File: src/rtl/mul_p3.sv
// mul_p3 -- third stage of the single-precision multiplier pipeline.
// Normalizes the 48-bit mantissa product and rounds it. Detects exponent
// overflow and underflow, then registers the packed result behind a
// valid/ready handshake with one output register.
// Build option: define MUL_P3_RNE_EN for round-to-nearest-even.
// Without it, the fraction is truncated.
// Reset rst is asynchronous and active-high.
module mul_p3 (
    input  logic        clk,
    input  logic        rst,
    input  logic        in_valid,
    output logic        in_ready,
    input  logic        sign_in,
    input  logic [9:0]  exp_in,
    input  logic [47:0] prod_in,
    input  logic        zero_in,
    output logic        out_valid,
    input  logic        out_ready,
    output logic        sign_out,
    output logic [8:0]  exp_out,
    output logic [22:0] mant_out,
    output logic        ovf,
    output logic        unf
);

`ifdef MUL_P3_RNE_EN
    localparam logic RNE = 1'b1;
`else
    localparam logic RNE = 1'b0;
`endif

    logic [22:0]        frac;
    logic               guard;
    logic               sticky;
    logic               round_up;
    logic [23:0]        frac_sum;
    logic signed [10:0] e_norm;
    logic signed [10:0] e_fin;
    logic [8:0]         exp_next;
    logic [22:0]        mant_next;
    logic               ovf_next;
    logic               unf_next;

    // The stage can take a new input when the output register is empty or draining.
    assign in_ready = !out_valid | out_ready;

    // Normalize, round, then classify the exponent into normal, overflow, underflow or zero.
    always_comb begin
        frac      = prod_in[45:23];
        guard     = prod_in[22];
        sticky    = |prod_in[21:0];
        e_norm    = $signed({exp_in[9], exp_in});
        exp_next  = 9'd0;
        mant_next = 23'd0;
        ovf_next  = 1'b0;
        unf_next  = 1'b0;

        if (prod_in[47]) begin
            frac   = prod_in[46:24];
            guard  = prod_in[23];
            sticky = |prod_in[22:0];
            e_norm = $signed({exp_in[9], exp_in}) + 11'sd1;
        end

        // Keep guard and sticky live in both builds; the constant RNE folds the truncating case away.
        round_up = RNE & guard & (sticky | frac[0]);
        frac_sum = {1'b0, frac} + {23'd0, round_up};
        // A carry out of the fraction means 1.111.. rounded to 10.000..; the fraction is already zero.
        e_fin    = e_norm + $signed({10'd0, frac_sum[23]});

        if (zero_in) begin
            exp_next  = 9'd0;
            mant_next = 23'd0;
        end else if (e_fin >= 11'sd255) begin
            exp_next = 9'h0FF;
            ovf_next = 1'b1;
        end else if (e_fin <= 11'sd0) begin
            unf_next = 1'b1;
        end else begin
            exp_next  = e_fin[8:0];
            mant_next = frac_sum[22:0];
        end
    end

    // Output register: load on input transfer, clear valid when drained with no new input.
    always_ff @(posedge clk or posedge rst) begin
        if (rst) begin
            out_valid <= 1'b0;
            sign_out  <= 1'b0;
            exp_out   <= 9'd0;
            mant_out  <= 23'd0;
            ovf       <= 1'b0;
            unf       <= 1'b0;
        end else if (in_ready) begin
            out_valid <= in_valid;
            if (in_valid) begin
                sign_out <= sign_in;
                exp_out  <= exp_next;
                mant_out <= mant_next;
                ovf      <= ovf_next;
                unf      <= unf_next;
            end
        end
    end

endmodule

File: config.mk
export PLATFORM = sky130hd
export DESIGN_NAME = mul_p3
export DESIGN_NICKNAME = d
export VERILOG_FILES = /design/src/rtl/mul_p3.sv
export SDC_FILE = /design/constraint.sdc
export NUM_CORES = 1
export LEC_CHECK = 0
export ABC_CLOCK_PERIOD_IN_PS = 2029
export CORE_MARGIN = 1.5
export CORE_UTILIZATION = 55
export CTS_CLUSTER_DIAMETER = 120
export CTS_CLUSTER_SIZE = 30
export DETAILED_ROUTE_END_ITERATION = 16
export DONT_BUFFER_PORTS = 1
export GPL_TIMING_DRIVEN = 0
export PLACE_DENSITY = 0.67
export SLEW_MARGIN = 20
export SYNTH_ARGS = -nofsm -noshare
export SYNTH_HDL_FRONTEND = slang
export SYNTH_SLANG_ARGS = --single-unit
File: constraint.sdc
create_clock -name clk -period 2.03 [get_ports clk]
set_input_delay 0.609 -clock clk [delete_from_list [all_inputs] [get_ports clk]]
set_output_delay 0.609 -clock clk [all_outputs]
set_load 0.01 [all_outputs]
# Word-level counts from Yosys, hierarchy flattened
# Index checks and enable logic that the tools add are counted.
# totals
regBits	36
in_bits	64
elab_cells	25
# classes
add_sub_neg	1
n_lt_le_gt_ge	2
n_mux	13
bitwise	1
reduce_logical	2
# op_table
operator	n
$mux 23	4
$mux 9	3
$add 10x2->11 const B	1
$ge 11x9->1 const B	1
$le 11x1->1 const B	1
$mux 11	1
$mux 1	5
$reduce_and 2->1	1
$logic_not 1->1	1
$or 1x1->1	1

# Longest topological paths before layout
# Gate-level depths: netlist (run 1).
# depth
word_depth	6
ltp_mapped	8
mapped_depth_nobuf	6

# Worst setup path before layout (run 1)
# Ideal clock, no wire load.
# synth_path
path_type	in2reg
start	input exp_in[3]
end	register mant_out[11]
setup_time_ns	0.104
arrival_ns	2.313
slack_ns	-0.387
path_stages	8
n_path_buf	3
cell_sequence	buf_2 and4_4 mux2_4 a311o_1 a41o_1 buf_6 buf_6 o41ai_2
# synth_via
elab_chain_len	6
elab_cells_between_ends	7
# synth_rtl
element	line_no	source
from (decl)	14	input logic [9:0] exp_in,
$add 10x2->11	62	e_norm = $signed({exp_in[9], exp_in}) + 11'sd1;
$mux 11 *	58	if (prod_in[47]) begin
$le 11x1->1	77	end else if (e_fin <= 11'sd0) begin
$mux 23	77	
$mux 23 *	74	end else if (e_fin >= 11'sd255) begin
$mux 23 *	71	if (zero_in) begin
to (signal assigned)	99	mant_out <= mant_next;
to (decl)	21	output logic [22:0] mant_out,
# Mark *: on every way between the ends. The rest lies on a longest branch, timed or not.
# A chain may end at the register's enable or synchronous reset.

# Final worst setup path (run 1)
# layout_path
start	input exp_in[0]
end	register mant_out[11]
# Same word-level chain as after synthesis.

==> impl_metrics.json, run 1 <==
{
  "r2r_setup_slack_ns": 0.06,
  "route.final.wire_length_mm": 6.42,
  "h-tree-depth": 2,
  "flip_flop_and_latch_count_after_synthesis": 36,
  "core-area_um2": 3770,
  "detail_route.drc_violations": 0,
  "detailedRoute.firstPassIterationCount": 4,
  "place.detailed.hpwl_mm": 3.95,
  "numCtsBuffers": 5,
  "run_status": "finished with violations",
  "syn_nets": 278,
  "syn-instance-count": 213,
  "worst_setup_hold_path_clk_slew_ns": 0.08,
  "cap_violations": 0,
  "maxSlewHeadroom_pct": 50.9,
  "synth_area_per_cell_um2": 10.4,
  "layout.nets": 305,
  "grt_pass1_vias": 1912,
  "synth-edff-count": 0,
  "vdd_drop_max_mv": 0.380,
  "globalplace.congestion": 0.776,
  "fmax_ghz": 0.443,
  "cellPowerDensity_nw_per_um2": 566,
  "routed_vias_inst": 6.62,
  "tightestPinTransition_ns": 0.737,
  "grtUsageTotal_pct": 27.2,
  "stdcell_area_um2": 2960,
  "flow.area_growth_from_synthesis_pct": 33.8,
  "cellLeakagePower_uw": 0.00142,
  "die_area_um2": 4420,
  "synth_top_flop_cell": "sky130_fd_sc_hd__dfrtp_1",
  "cp_cell_sequence": "ha_4 > nand4_1 > buf_4 > nor4_4 > nor3_4 > a41o_1 > buf_6 > clkbuf_16 > o41ai_2",
  "tritoncts": "yes",
  "timing.final.ws_setup_ns": -0.229,
  "cts_sinks": 36,
  "critPathArrivalTime_ns": 2.44,
  "layout-drive-gt1-share_pct": 34.9,
  "grt_pass1_wl_mm": 9.07,
  "io_buffer_count": 0,
  "number_of_antenna_violations_at_the_first_check_in_global_routing": 0,
  "clock_tree.buffer_depth": 2,
  "timing.final.hold_violations": 0,
  "detail_routed_net_length_per_standard_cell_um": 22.2,
  "num_antenna_cells": 0,
  "overflow": 0,
  "violations_in_the_final_reports": "negative setup slack",
  "row_count": 22,
  "async_flop_share_pct": 100,
  "worst_path_largest_cell_delay_ns": 0.31,
  "clk-insertion-delay-late_ns": 0.29,
  "postLayoutCoreUtil_pct": 78.6,
  "netlist_area_um2": 2220,
  "critical-path-top-delay-family": "simple AND/OR/NAND/NOR gates",
  "buf_inv_on_cp": 3,
  "drt-initial-drc-count": 115,
  "yosys.area.top_type": "sky130_fd_sc_hd__dfrtp_1",
  "multi_input_area_um2": 1490,
  "clock-root-buffer": "sky130_fd_sc_hd__clkbuf_8",
  "setup.worst_path.end_class": "flip-flop",
  "setup_repair_after_global_routing_missed_its_margin": "true",
  "finalSetupViolations": 30,
  "sequential_cell_area_um2": 901,
  "whs_ns": 0.317,
  "cp_data_required_time_ns": 2.21,
  "horizontal_extent_of_the_die_um": 66.5,
  "post_dp_cell_area_um2": 2320,
  "crit_slowest_cell": "sky130_fd_sc_hd__nor4_4",
  "count_of_fill_cells_added_during_filler_insertion": 227,
  "floorplan.initialDensity_pct": 58.8,
  "finalPower_uw": 1680,
  "antenna_left": 0,
  "worst-setup-path-type": "in2reg",
  "synth.yosys.warnings": 0,
  "ys_seq_area_share_pct": 40.7,
  "pin_count": 101,
  "crit_path_start_kind": "input port",
  "class_of_the_tightest_hold_or_removal_check": "in2async",
  "vias": 1912,
  "fp.dieH_um": 66.5,
  "final.period_utilization_pct": 111,
  "timing.critical_path.fanout_max": 6,
  "layout_min_cycle_time_ns": 2.26,
  "netlist.area_leader.share_pct": 40.7,
  "grt_max_degree": 37,
  "final_max_slew_viol_count": 0,
  "fin_worst_skew_ns": 0.0132,
  "post_synth_main_area_contributors": "sky130_fd_sc_hd__dfrtp_1 (41%), sky130_fd_sc_hd__mux2i_1 (11%), sky130_fd_sc_hd__o41ai_2 (6.6%)",
  "netlist-cell-type-count": 44
}
[where the power goes]
part           total [uW]  internal [uW]  switching (uW)
combinational         329            151             178
clock                 538            276             262
sequential            812            759            52.8
[synthesized netlist by cell type, types with 5 or more instances]
cell type and number:
sky130_fd_sc_hd__nor2_1 11, sky130_fd_sc_hd__o41ai_2 9, sky130_fd_sc_hd__clkbuf_1 7, sky130_fd_sc_hd__o41ai_1 15
sky130_fd_sc_hd__buf_2 9, sky130_fd_sc_hd__dfrtp_1 36, sky130_fd_sc_hd__mux2i_1 25, sky130_fd_sc_hd__nand2_1 31
sky130_fd_sc_hd__a221o_1 5, sky130_fd_sc_hd__xor2_1 7
[layout make-up]
type / instances / area share (%)
Timing Repair Buffer: 20 / 6.96
Clock buffer: 7 / 2.91
Tap cell: 48 / 2.03
Inverter: 4 / 0.507
Multi-Input combinational cell: 153 / 50.2
Buffer: 20 / 6.75
Sequential cell: 36 / 30.4
Clock inverter: 1 / 0.253
[cells in the final DEF, fill, tap and decap left out, types with 6 or more instances in the layout]
master                     netlist  final
sky130_fd_sc_hd__nor2_1         11     11
sky130_fd_sc_hd__mux2i_1        25     25
sky130_fd_sc_hd__o41ai_2         9     18
sky130_fd_sc_hd__clkbuf_1        7      6
sky130_fd_sc_hd__buf_4           0     15
sky130_fd_sc_hd__buf_6           4     10
sky130_fd_sc_hd__nand2_1        31     31
sky130_fd_sc_hd__dfrtp_1        36     36
sky130_fd_sc_hd__clkbuf_8        0      6
sky130_fd_sc_hd__xor2_1          7      7
[cell families (layout without fill, tap and decap cells)]
group | count (synthesis) | in the layout | synth area share [%]
and+or+nand+nor | 73 | 73 | 16.9
AOI/OAI and AO/OA | 45 | 45 | 20.7
DFF | 36 | 36 | 40.7
muxes | 27 | 27 | 12.5
buffers and inverters | 24 | 52 | 5.93
xor gates and xnor gates | 7 | 7 | 2.77
adders and majority gates | 1 | 1 | 0.565
[sequential cells by signal, indices dropped and copies added (netlist names)]
signal	cells
sign_out	1
out_valid	1
unf	1
exp_out	9
mant_out	23
ovf	1
[worst register-to-register path, stage by stage, from the launching register on]
cell and delay, ns:
sky130_fd_sc_hd__dfrtp_1 0.39, sky130_fd_sc_hd__nand2b_1 0.16, sky130_fd_sc_hd__nand2_1 0.16, sky130_fd_sc_hd__clkbuf_1 0.43
sky130_fd_sc_hd__clkbuf_1 0.48, sky130_fd_sc_hd__nand2_1 0.18, sky130_fd_sc_hd__o41ai_2 0.08
[worst paths after layout]
kind / from / to / cells after the start
max in group asynchronous: rst / exp_out[1] / 1
max: exp_in[0] / mant_out[11] / 9
min reg2reg: mant_out[21] / mant_out[21] / 2
min: rst / mant_out[8] / 1
max reg2reg: out_valid / exp_out[7] / 6
min in group clk: in_valid / out_valid / 1
[routing by layer]
| metal | track usage, % | routed length (um) | up-vias |
|---|---|---|---|
| met5 | 0 | 0 | - |
| met4 | 8.42 | 78 | 0 |
| met1 | 34.8 | 2520 | 958 |
| met2 | 44.4 | 3300 | 85 |
| li1 | - | - | 860 |
| met3 | 7.77 | 524 | 9 |
[through the flow]
stage / cells / worst slack, ns / TNS [ns]
3_5_place_dp: 261 / -0.528 / -13.39
5_1_grt: 289 / -0.251 / -5.68
4_1_cts: 277 / -0.0753 / -1.44
2_1_floorplan: 213 / -0.248 / -6.50
3_3_place_gp: 261 / -0.509 / -12.55
6_report: 289 / -0.229 / -4.77
[what timing repair did]
action                                  in CTS  in global routing
gates cloned                                 1                  3
setup buffers                                7                  9
resized for setup                           24                 39
endpoints found under the setup margin      31                 32
hold endpoints to repair                     0                  0
hold buffers                                 0                  0
pin swaps                                    3                 13
Note: power is estimated with default switching activity, not from simulation.
==> inputs of run 2 (changes only) <==
==> constraint.sdc (replaced) <==
create_clock -name clk -period 2.03 [get_ports clk]
set_input_delay 0.406 -clock clk [delete_from_list [all_inputs] [get_ports clk]]
set_output_delay 0.406 -clock clk [all_outputs]
set_load 0.01 [all_outputs]
==> run 2 against run 1 <==
  * The flow now finishes without violations
  * Worst hold slack got worse by 0.19 ns
  * Clock power about the same
  * Non-clock buffer count decreased by 18
  * Fmax increased by 13%
  * Clock-buffer cell count unchanged
  * Utilization decreased by 12 points
  * Die area unchanged
  * Register-to-register slack improved by 0.08 ns
  * Power decreased by 4.7%
  * Critical endpoint is now mant_out[14]
  * Largest power group unchanged
==> impl_metrics.json, run 2 (synthesis gave the netlist of run 1 again) <==
{
  "run_status": "complete, no violations",
  "dp_worst_setup_slack_ns": -0.379,
  "crit_path_start_kind": "input port",
  "setup_repair_after_global_routing_missed_its_margin": "true",
  "layout-drive-gt1-share_pct": 22.1,
  "instances_no_fill": 270,
  "top_regs": "mant_out (23), exp_out (9)",
  "finalSetupViolations": 0,
  "setup_tns_ns": 0,
  "grt_max_degree": 37,
  "whs_ns": 0.126,
  "worst-setup-path-type": "in2reg",
  "h-tree-depth": 2,
  "final.period_utilization_pct": 98.2,
  "timing.final.ws_setup_ns": 0.0364,
  "fin_worst_skew_ns": 0.00773,
  "cellLeakagePower_uw": 0.00114,
  "floorplan.initialDensity_pct": 58.8,
  "num_antenna_cells": 0,
  "grt_pass1_wl_mm": 8.07,
  "final_common_cell": "sky130_fd_sc_hd__dfrtp_1",
  "maxSlewHeadroom_pct": 51.4,
  "final_max_slew_viol_count": 0,
  "layout_min_cycle_time_ns": 1.99,
  "cp_cell_sequence": "ha_4 > nand4_1 > o31a_1 > or3_1 > buf_4 > buf_6 > o41ai_2",
  "critPathArrivalTime_ns": 2.17,
  "globalplace.congestion": 0.755,
  "grt_pass1_vias": 1672,
  "vias": 1744,
  "timing.reg2reg.worst_path_depth": 6,
  "cp_data_required_time_ns": 2.21,
  "tritoncts": "yes",
  "tightestPinTransition_ns": 0.728,
  "clock-root-buffer": "sky130_fd_sc_hd__clkbuf_8",
  "timing.critical_path.fanout_max": 10,
  "r2r_setup_slack_ns": 0.14,
  "grtUsageTotal_pct": 24.0,
  "routed_vias_inst": 6.46,
  "clock_tree.buffer_depth": 2,
  "timing.final.hold_violations": 0,
  "registers.top_by_ff_count": "mant_out",
  "die_area_um2": 4420,
  "cts_hold_repair.buffers": 0,
  "flow.area_growth_from_synthesis_pct": 13.2,
  "clk-insertion-delay-late_ns": 0.28,
  "numCtsBuffers": 5,
  "core-area_um2": 3770,
  "place.detailed.hpwl_mm": 3.90,
  "row_count": 22,
  "detail_route.drc_violations": 0,
  "io_buffer_count": 0,
  "count_of_fill_cells_added_during_filler_insertion": 310,
  "crit_slowest_cell": "sky130_fd_sc_hd__o31a_1",
  "vdd_drop_max_mv": 0.446,
  "horizontal_extent_of_the_die_um": 66.5,
  "rr_startpoint": "out_valid",
  "drt-initial-drc-count": 115,
  "fmax_ghz": 0.502,
  "detailedRoute.firstPassIterationCount": 4,
  "pin_count": 101,
  "setup.worst_path.end_class": "flip-flop",
  "antenna_left": 0,
  "class_of_the_tightest_hold_or_removal_check": "in2async",
  "dpl.cell_count": 261,
  "cts_sinks": 36,
  "number_of_antenna_violations_at_the_first_check_in_global_routing": 0,
  "cap_violations": 0,
  "route.final.wire_length_mm": 5.30,
  "overflow": 0,
  "largest_register_ffs": 23,
  "detail_routed_net_length_per_standard_cell_um": 19.6,
  "fp.dieH_um": 66.5,
  "commonest_non_fill_non_tap_cells_in_the_layout": "sky130_fd_sc_hd__dfrtp_1 (36), sky130_fd_sc_hd__nand2_1 (31), sky130_fd_sc_hd__mux2i_1 (25)",
  "cellPowerDensity_nw_per_um2": 638,
  "worst_path_largest_cell_delay_ns": 0.38,
  "worstReg2RegEnd": "mant_out[14]",
  "layout.nets": 287,
  "worst_setup_hold_path_clk_slew_ns": 0.07
}
==> run 2: worst max-delay path: cells and delay by family <==
family,cells,cell delay (ns)
compound gates,2,0.71
fa+ha+maj,1,0.15
buf+inv,2,0.35
simple gates,2,0.54
==> run 2: final cells by class <==
| cell class | instances | area [um^2] | share of cell area, % |
|---|---|---|---|
| repair buffers | 2 | 15.0 | 0.599 |
| multi-input cells | 153 | 1270 | 50.6 |
| well taps | 48 | 60.1 | 2.39 |
| clock buffers | 7 | 96.3 | 3.84 |
| inverters | 4 | 15.0 | 0.599 |
| flip-flops and latches | 36 | 901 | 35.9 |
| plain buffers | 20 | 153 | 6.08 |
==> run 2: worst max path at each step <==
stage / startpoint / endpoint / cells past startpoint
floorplan: exp_in[0] / ovf / 8
global placement: prod_in[47] / mant_out[19] / 8
detailed placement: exp_in[4] / mant_out[19] / 7
CTS: exp_in[4] / mant_out[13] / 7
global route: exp_in[0] / mant_out[13] / 7
finish: exp_in[0] / mant_out[14] / 7
==> run 2: repair_timing <==
item | 4_1_cts | 5_1_grt
gates resized for setup | 3 | 16
pin swaps | 0 | 3
buffers inserted | 0 | 2
hold endpoints to repair | 0 | 0
setup endpoints to repair | 18 | 22
==> run 2: metrics by stage <==
step                utilization (%)  total power, uW  instance area [um^2]
floorplan                         -             1010                  2260
global placement               61.4             1050                  2320
detailed placement             61.4             1060                  2320
CTS                            64.3             1600                  2430
global route                   66.5             1670                  2510
finish                         66.5             1600                  2510
==> run 2: routing by layer <==
layer | GRT usage [%] | share of wire, %
met4 | 5.87 | 0.70
met2 | 36.4 | 45
met3 | 7.43 | 8.4
met1 | 33.5 | 45
met5 | 0 | 0
==> run 2: power breakdown <==
part	internal [uW]	leakage (uW)	switching, uW
sequential	759	0.000485	51.0
clock	302	0.0000503	238
combinational	108	0.000608	141
